### config.mk
export PLATFORM = sky130hd
export DESIGN_NAME = captura_coordenada_flat
export DESIGN_NICKNAME = d
export VERILOG_FILES = /design/src/rtl/captura_coordenada_if.sv /design/src/rtl/captura_coordenada.sv /design/src/flat_wrapper.sv
export SDC_FILE = /design/constraint.sdc
export NUM_CORES = 1
export LEC_CHECK = 0
export CORE_UTILIZATION = 50
export DETAILED_ROUTE_END_ITERATION = 10
export DONT_BUFFER_PORTS = 1
export MAX_ROUTING_LAYER = met4
export PLACE_DENSITY_LB_ADDON = 0.3
export SYNTH_ARGS = -nofsm -noshare
export SYNTH_HDL_FRONTEND = slang
export SYNTH_SLANG_ARGS = --single-unit
### constraint.sdc
create_clock -name clk -period 4.9 [get_ports clk]
set_input_delay 0.735 -clock clk [delete_from_list [all_inputs] [get_ports clk]]
set_output_delay 0.735 -clock clk [all_outputs]
set_load 0.03 [all_outputs]
### src/rtl/captura_coordenada_if.sv
// Coordinate-capture bus: switch/button inputs toward the capture stage and
// the latched coordinate, status levels and action strobes coming back.
interface captura_coordenada_if;
   logic       ch7;
   logic       ch6;
   logic [2:0] col_sw;
   logic [2:0] lin_sw;
   logic       btn_confirma;
   logic [2:0] col_out;
   logic [2:0] lin_out;
   logic       en_display;
   logic       valido;
   logic       posicionar;
   logic       disparo;
   logic       erro;

   // Board side: drives switches and button, observes the captured coordinate.
   modport master (
      output ch7, ch6, col_sw, lin_sw, btn_confirma,
      input  col_out, lin_out, en_display, valido, posicionar, disparo, erro
   );

   // Capture stage side.
   modport slave (
      input  ch7, ch6, col_sw, lin_sw, btn_confirma,
      output col_out, lin_out, en_display, valido, posicionar, disparo, erro
   );
endinterface

### src/rtl/captura_coordenada.sv
// Input-capture stage for the board-game coordinate path: synchronises the
// switches and confirm button, debounces press and release, range-checks the
// column/row code against the grid and latches an accepted coordinate.
module captura_coordenada #(
   parameter int DEBOUNCE_CYCLES = 250000,
   parameter int GRID            = 5
) (
   input logic                 clk,
   input logic                 reset,
   captura_coordenada_if.slave bus
);

   localparam int            CW         = $clog2(DEBOUNCE_CYCLES + 1);
   localparam logic [CW-1:0] CNT_UM     = CW'(1);
   localparam logic [CW-1:0] CNT_ULTIMO = CW'(DEBOUNCE_CYCLES - 1);

   localparam logic [2:0] DESLIGADO = 3'd0;
   localparam logic [2:0] ESPERA    = 3'd1;
   localparam logic [2:0] DEB_PRESS = 3'd2;
   localparam logic [2:0] SOLTURA   = 3'd3;
   localparam logic [2:0] DEB_SOLTA = 3'd4;

   // True when a 3-bit code addresses a cell inside the grid.
   function automatic logic no_grid(input logic [2:0] codigo);
      return ({1'b0, codigo} < 4'(GRID));
   endfunction

   // synchroniser stage 0 (*_p0) and stage 1 (*_s)
   logic       btn_p0, ch7_p0, ch6_p0;
   logic [2:0] col_p0, lin_p0;
   logic       btn_s, ch7_s, ch6_s;
   logic [2:0] col_s, lin_s;

   // control state
   logic [2:0]    state, state_n;
   logic [CW-1:0] cnt, cnt_n;
   logic          ch6_d;
   logic          aceita;

   // registered outputs
   logic [2:0] col_q, lin_q, col_n, lin_n;
   logic       valido_q, erro_q, en_q, pos_q, disp_q;
   logic       valido_n, erro_n, en_n, pos_n, disp_n;

   // Two-flop synchronisers for every asynchronous board input.
   always_ff @(posedge clk) begin
      if (reset) begin
         btn_p0 <= 1'b0;
         ch7_p0 <= 1'b0;
         ch6_p0 <= 1'b0;
         col_p0 <= '0;
         lin_p0 <= '0;
         btn_s  <= 1'b0;
         ch7_s  <= 1'b0;
         ch6_s  <= 1'b0;
         col_s  <= '0;
         lin_s  <= '0;
      end else begin
         btn_p0 <= bus.btn_confirma;
         ch7_p0 <= bus.ch7;
         ch6_p0 <= bus.ch6;
         col_p0 <= bus.col_sw;
         lin_p0 <= bus.lin_sw;
         btn_s  <= btn_p0;
         ch7_s  <= ch7_p0;
         ch6_s  <= ch6_p0;
         col_s  <= col_p0;
         lin_s  <= lin_p0;
      end
   end

   // Debounce FSM, capture decision and next values of all outputs.
   always_comb begin
      state_n  = state;
      cnt_n    = cnt;
      col_n    = col_q;
      lin_n    = lin_q;
      valido_n = valido_q;
      erro_n   = erro_q;
      pos_n    = 1'b0;
      disp_n   = 1'b0;
      aceita   = 1'b0;

      if (!ch7_s) begin
         state_n  = DESLIGADO;
         cnt_n    = '0;
         col_n    = '0;
         lin_n    = '0;
         valido_n = 1'b0;
         erro_n   = 1'b0;
      end else begin
         // A mode flip starts a new game phase: forget the held coordinate.
         if ((state != DESLIGADO) && (ch6_s != ch6_d)) begin
            col_n    = '0;
            lin_n    = '0;
            valido_n = 1'b0;
            erro_n   = 1'b0;
         end

         case (state)
            DESLIGADO: begin
               // A button already held at power-up must be released first.
               cnt_n   = '0;
               state_n = btn_s ? SOLTURA : ESPERA;
            end
            ESPERA: begin
               if (btn_s) begin
                  state_n = DEB_PRESS;
                  cnt_n   = CNT_UM;
               end
            end
            DEB_PRESS: begin
               if (!btn_s) begin
                  state_n = ESPERA;
                  cnt_n   = '0;
               end else if (cnt == CNT_ULTIMO) begin
                  state_n = SOLTURA;
                  cnt_n   = '0;
                  aceita  = 1'b1;
               end else begin
                  cnt_n = cnt + CNT_UM;
               end
            end
            SOLTURA: begin
               if (!btn_s) begin
                  state_n = DEB_SOLTA;
                  cnt_n   = CNT_UM;
               end
            end
            DEB_SOLTA: begin
               if (btn_s) begin
                  state_n = SOLTURA;
                  cnt_n   = '0;
               end else if (cnt == CNT_ULTIMO) begin
                  state_n = ESPERA;
                  cnt_n   = '0;
               end else begin
                  cnt_n = cnt + CNT_UM;
               end
            end
            default: begin
               state_n = DESLIGADO;
               cnt_n   = '0;
            end
         endcase

         // An accept overrides a simultaneous mode-flip clear.
         if (aceita) begin
            if (no_grid(col_s) && no_grid(lin_s)) begin
               col_n    = col_s;
               lin_n    = lin_s;
               valido_n = 1'b1;
               erro_n   = 1'b0;
               pos_n    = !ch6_s;
               disp_n   = ch6_s;
            end else begin
               erro_n = 1'b1;
            end
         end
      end

      en_n = valido_n & ch7_s;
   end

   // control/output stage: state, counter, latched coordinate and strobes
   always_ff @(posedge clk) begin
      if (reset) begin
         state    <= DESLIGADO;
         cnt      <= '0;
         ch6_d    <= 1'b0;
         col_q    <= '0;
         lin_q    <= '0;
         valido_q <= 1'b0;
         erro_q   <= 1'b0;
         en_q     <= 1'b0;
         pos_q    <= 1'b0;
         disp_q   <= 1'b0;
      end else begin
         state    <= state_n;
         cnt      <= cnt_n;
         ch6_d    <= ch6_s;
         col_q    <= col_n;
         lin_q    <= lin_n;
         valido_q <= valido_n;
         erro_q   <= erro_n;
         en_q     <= en_n;
         pos_q    <= pos_n;
         disp_q   <= disp_n;
      end
   end

   assign bus.col_out    = col_q;
   assign bus.lin_out    = lin_q;
   assign bus.valido     = valido_q;
   assign bus.erro       = erro_q;
   assign bus.en_display = en_q;
   assign bus.posicionar = pos_q;
   assign bus.disparo    = disp_q;

endmodule

### src/flat_wrapper.sv
// flat-port wrapper written by rule: the top's interface ports become plain ports
module captura_coordenada_flat 
#(
   parameter int DEBOUNCE_CYCLES = 250000,
   parameter int GRID            = 5
)
  (clk, reset, bus_ch7, bus_ch6, bus_col_sw, bus_lin_sw, bus_btn_confirma, bus_col_out, bus_lin_out, bus_en_display, bus_valido, bus_posicionar, bus_disparo, bus_erro);
  captura_coordenada_if bus_i ();
  input logic clk;
  input logic reset;
  input wire logic [$bits(bus_i.ch7)-1:0] bus_ch7;
  input wire logic [$bits(bus_i.ch6)-1:0] bus_ch6;
  input wire logic [$bits(bus_i.col_sw)-1:0] bus_col_sw;
  input wire logic [$bits(bus_i.lin_sw)-1:0] bus_lin_sw;
  input wire logic [$bits(bus_i.btn_confirma)-1:0] bus_btn_confirma;
  output wire logic [$bits(bus_i.col_out)-1:0] bus_col_out;
  output wire logic [$bits(bus_i.lin_out)-1:0] bus_lin_out;
  output wire logic [$bits(bus_i.en_display)-1:0] bus_en_display;
  output wire logic [$bits(bus_i.valido)-1:0] bus_valido;
  output wire logic [$bits(bus_i.posicionar)-1:0] bus_posicionar;
  output wire logic [$bits(bus_i.disparo)-1:0] bus_disparo;
  output wire logic [$bits(bus_i.erro)-1:0] bus_erro;
  assign bus_i.ch7 = bus_ch7;
  assign bus_i.ch6 = bus_ch6;
  assign bus_i.col_sw = bus_col_sw;
  assign bus_i.lin_sw = bus_lin_sw;
  assign bus_i.btn_confirma = bus_btn_confirma;
  assign bus_col_out = bus_i.col_out;
  assign bus_lin_out = bus_i.lin_out;
  assign bus_en_display = bus_i.en_display;
  assign bus_valido = bus_i.valido;
  assign bus_posicionar = bus_i.posicionar;
  assign bus_disparo = bus_i.disparo;
  assign bus_erro = bus_i.erro;
  captura_coordenada #(.DEBOUNCE_CYCLES(DEBOUNCE_CYCLES), .GRID(GRID)) u_core (.clk(clk), .reset(reset), .bus(bus_i));
endmodule
==> flow_metrics.tcl <==
set metrics [dict create \
    cts_resized 0 \
    syn-cell-area_sq_mm 0.00212 \
    drtIter0Drc 176 \
    r2r-start "u_core.cnt[0]" \
    clock.fmax_mhz 479 \
    syn_to_final_growth_pct 4.07 \
    r2r_end "u_core.cnt[16]" \
    num_io_pins 22 \
    vias 1587 \
    cp-start-kind "flop" \
    end_kind "flop" \
    postCtsSetupBuffers 0 \
    grt_max_degree 22 \
    slew_headroom_pct 31.7 \
    crit_type "flop to flop" \
    clock_sinks 50 \
    drv_slew 0 \
    place_area_sq_mm 0.00211 \
    clockBufferDepth 2 \
    hold_violations 0 \
    n_fill_cell 375 \
    final_common_cell "dfxtp_1" \
    hpwlAfterDp_mm 2.59 \
    multi_input_area_sq_mm 0.00103 \
    layout.cells.non_filler 282 \
    maxCapViolCount 0 \
    hp-class "flop to flop" \
    rsz0062_at_grt "false" \
    async_reset_ff_share_pct 0 \
    postLayoutCellArea_sq_mm 0.00221 \
    ys.flop_type "dfxtp_1" \
    layout.area.seq_sq_mm 0.00100 \
    yosys_register_bits 50 \
    drcViolationCount 0 \
    hold_slack_ps 439 \
    synth_edf_count 0 \
    cpLargestDelayFamily "simple AND/OR/NAND/NOR gates" \
    yosysWarnings 0 \
    period_share_pct 42.6 \
    die_y_microns 67.1 \
    globalplace.congestion 0.804 \
    cp.arrival_ps 2300 \
    netlist_instances 236 \
    routed_via_density 5.63 \
    htree_levels 2 \
    grt_overflow 0 \
    core_sq_mm 0.00403 \
    layout_common_cells "dfxtp_1, nand2_1, nand3_1" \
    clk_latency_ps 310 \
    cp.required_ps 5110 \
    grt_pass1_vias 1355 \
    die_area_sq_mm 0.00451 \
    fin_crit_ps 2090 \
    cts_tree "yes" \
    yosysUniqueCellTypes 48 \
    tns_ps 0 \
    rows 23 \
    clock_skew_ps 12.0 \
    drive_gt1_share_pct 7.76 \
    synth_nets 248 \
    finalPower_mw 0.685 \
    grt_pass1_wl_mm 6.01 \
    detail-route-antenna-nets 0 \
    cp_max_fo 6 \
    cts_buffers 5 \
    wl_per_cell_microns 13.5 \
    root_buffer "clkbuf_8" \
    setup_viol 0 \
    status "complete, no violations" \
    n_antenna_cell 0 \
    port_buffers 0 \
    power.leakage_nw 0.796 \
    synth.yosys.seq_area_share_pct 47.2 \
    rrSetupSlack_ps 2810 \
    tightestPinTransition_ps 1020 \
    antenna_found_initial 0 \
    powerDensity_mw_per_mm2 310 \
    ctsHoldBuffers 0 \
    drt_pass1_iterations 4 \
    crit_chain "ha_1 -> and4_4 -> nand2_4 -> or4_4 -> and3_1 -> a221o_1" \
    start_util_pct 52.6 \
    die_w_microns 67.1 \
    synth_area_per_cell_sq_um 8.99 \
    clkTransAtPathRegs_ps 100 \
    min_from "u_core.ch7_p0" \
    min_path_cells 1 \
    worstRegToRegCells 6 \
    ir_worst_vdd_mv 0.200 \
    nets 243 \
    cpPeakStageDelay_ps 510 \
    cp_num_buf_inv 0 \
    track_usage_pct 18.8 \
    finalWirelength_mm 3.81 \
    hold_path_end "u_core.ch7_s" \
    crit_path_top_delay_cell "or4_4" \
    dp_cells 274 \
]
registers in the layout, indices dropped and copies added (netlist names), 3 cells and up:
| signal | count |
|---|---|
| u_core.col_s | 3 |
| u_core.lin_s | 3 |
| u_core.lin_p0 | 3 |
| u_core.col_p0 | 3 |
| u_core.bus.lin_out | 3 |
| u_core.cnt | 18 |
| u_core.bus.col_out | 3 |
| u_core.state | 3 |
stage by stage:
stage,setup WS [ps],util (%)
floorplan,2980,-
global placement,2590,52.4
detailed placement,2520,52.4
CTS,2810,54.8
global route,2640,54.8
finish,2810,54.8
Yosys cell counts, drive strengths merged (2+ instances only):
master | number | share of area [%]
xnor2 | 6 | 2.5
and4bb | 2 | 1.2
clkbuf | 7 | 1.3
mux2i | 2 | 0.94
nor4 | 4 | 1.2
a22o | 2 | 0.83
inv | 3 | 0.53
nand3 | 22 | 5.2
and4 | 2 | 0.94
and3 | 11 | 3.5
nor2 | 17 | 3.0
o21ai | 12 | 2.8
nor2b | 20 | 5.9
a21oi | 10 | 2.4
nand4 | 4 | 1.2
dfxtp | 50 | 47
nor3 | 6 | 1.4
buf | 6 | 2.5
nand3b | 3 | 1.1
nor4b | 3 | 1.5
a221o | 3 | 1.4
nand2 | 24 | 4.6
cell families after synthesis:
group	share of synthesized area [%]
compound gates	11.0
xor+xnor	2.89
fa+ha+maj	0.590
buf+inv	4.36
flops	47.2
mux	0.944
simple gates	33.0
how the worst max path moves through the flow:
| stage | from | end | slack (ps) | cells past startpoint |
|---|---|---|---|---|
| floorplan | u_core.cnt[0] | u_core.cnt[16] | 2980 | 6 |
| detailed placement | reset | u_core.cnt[15] | 2520 | 6 |
| CTS | u_core.state[1] | u_core.cnt[9] | 2810 | 5 |
| global placement | reset | u_core.cnt[15] | 2590 | 6 |
| global route | u_core.state[1] | u_core.cnt[9] | 2640 | 5 |
| finish | u_core.cnt[0] | u_core.cnt[16] | 2810 | 6 |
power breakdown:
group          internal (mW)  switching (mW)  total (mW)  leakage (nW)
sequential             0.413         0.00324       0.417         0.407
clock                  0.107           0.151       0.258        0.0506
combinational        0.00554         0.00493      0.0105         0.338
final cells by class:
type | count | area share [%]
Tap cell | 50 | 2.83
Inverter | 3 | 0.510
Timing Repair Buffer | 1 | 0.340
Clock inverter | 3 | 1.30
Sequential cell | 50 | 45.4
Multi-Input combinational cell | 170 | 46.5
Clock buffer | 5 | 3.12
routing by layer:
metal / vias to the layer above / global-route usage [%] / wire (microns) / part of all wire (%)
li1: 829 / - / - / -
met1: 711 / 23.3 / 1860 / 49
met2: 41 / 26.5 / 1650 / 43
met3: 6 / 7.19 / 217 / 5.7
met4: 0 / 9.31 / 73 / 1.9
met5: - / - / 0 / 0
Power figures use the tool's default switching activity.
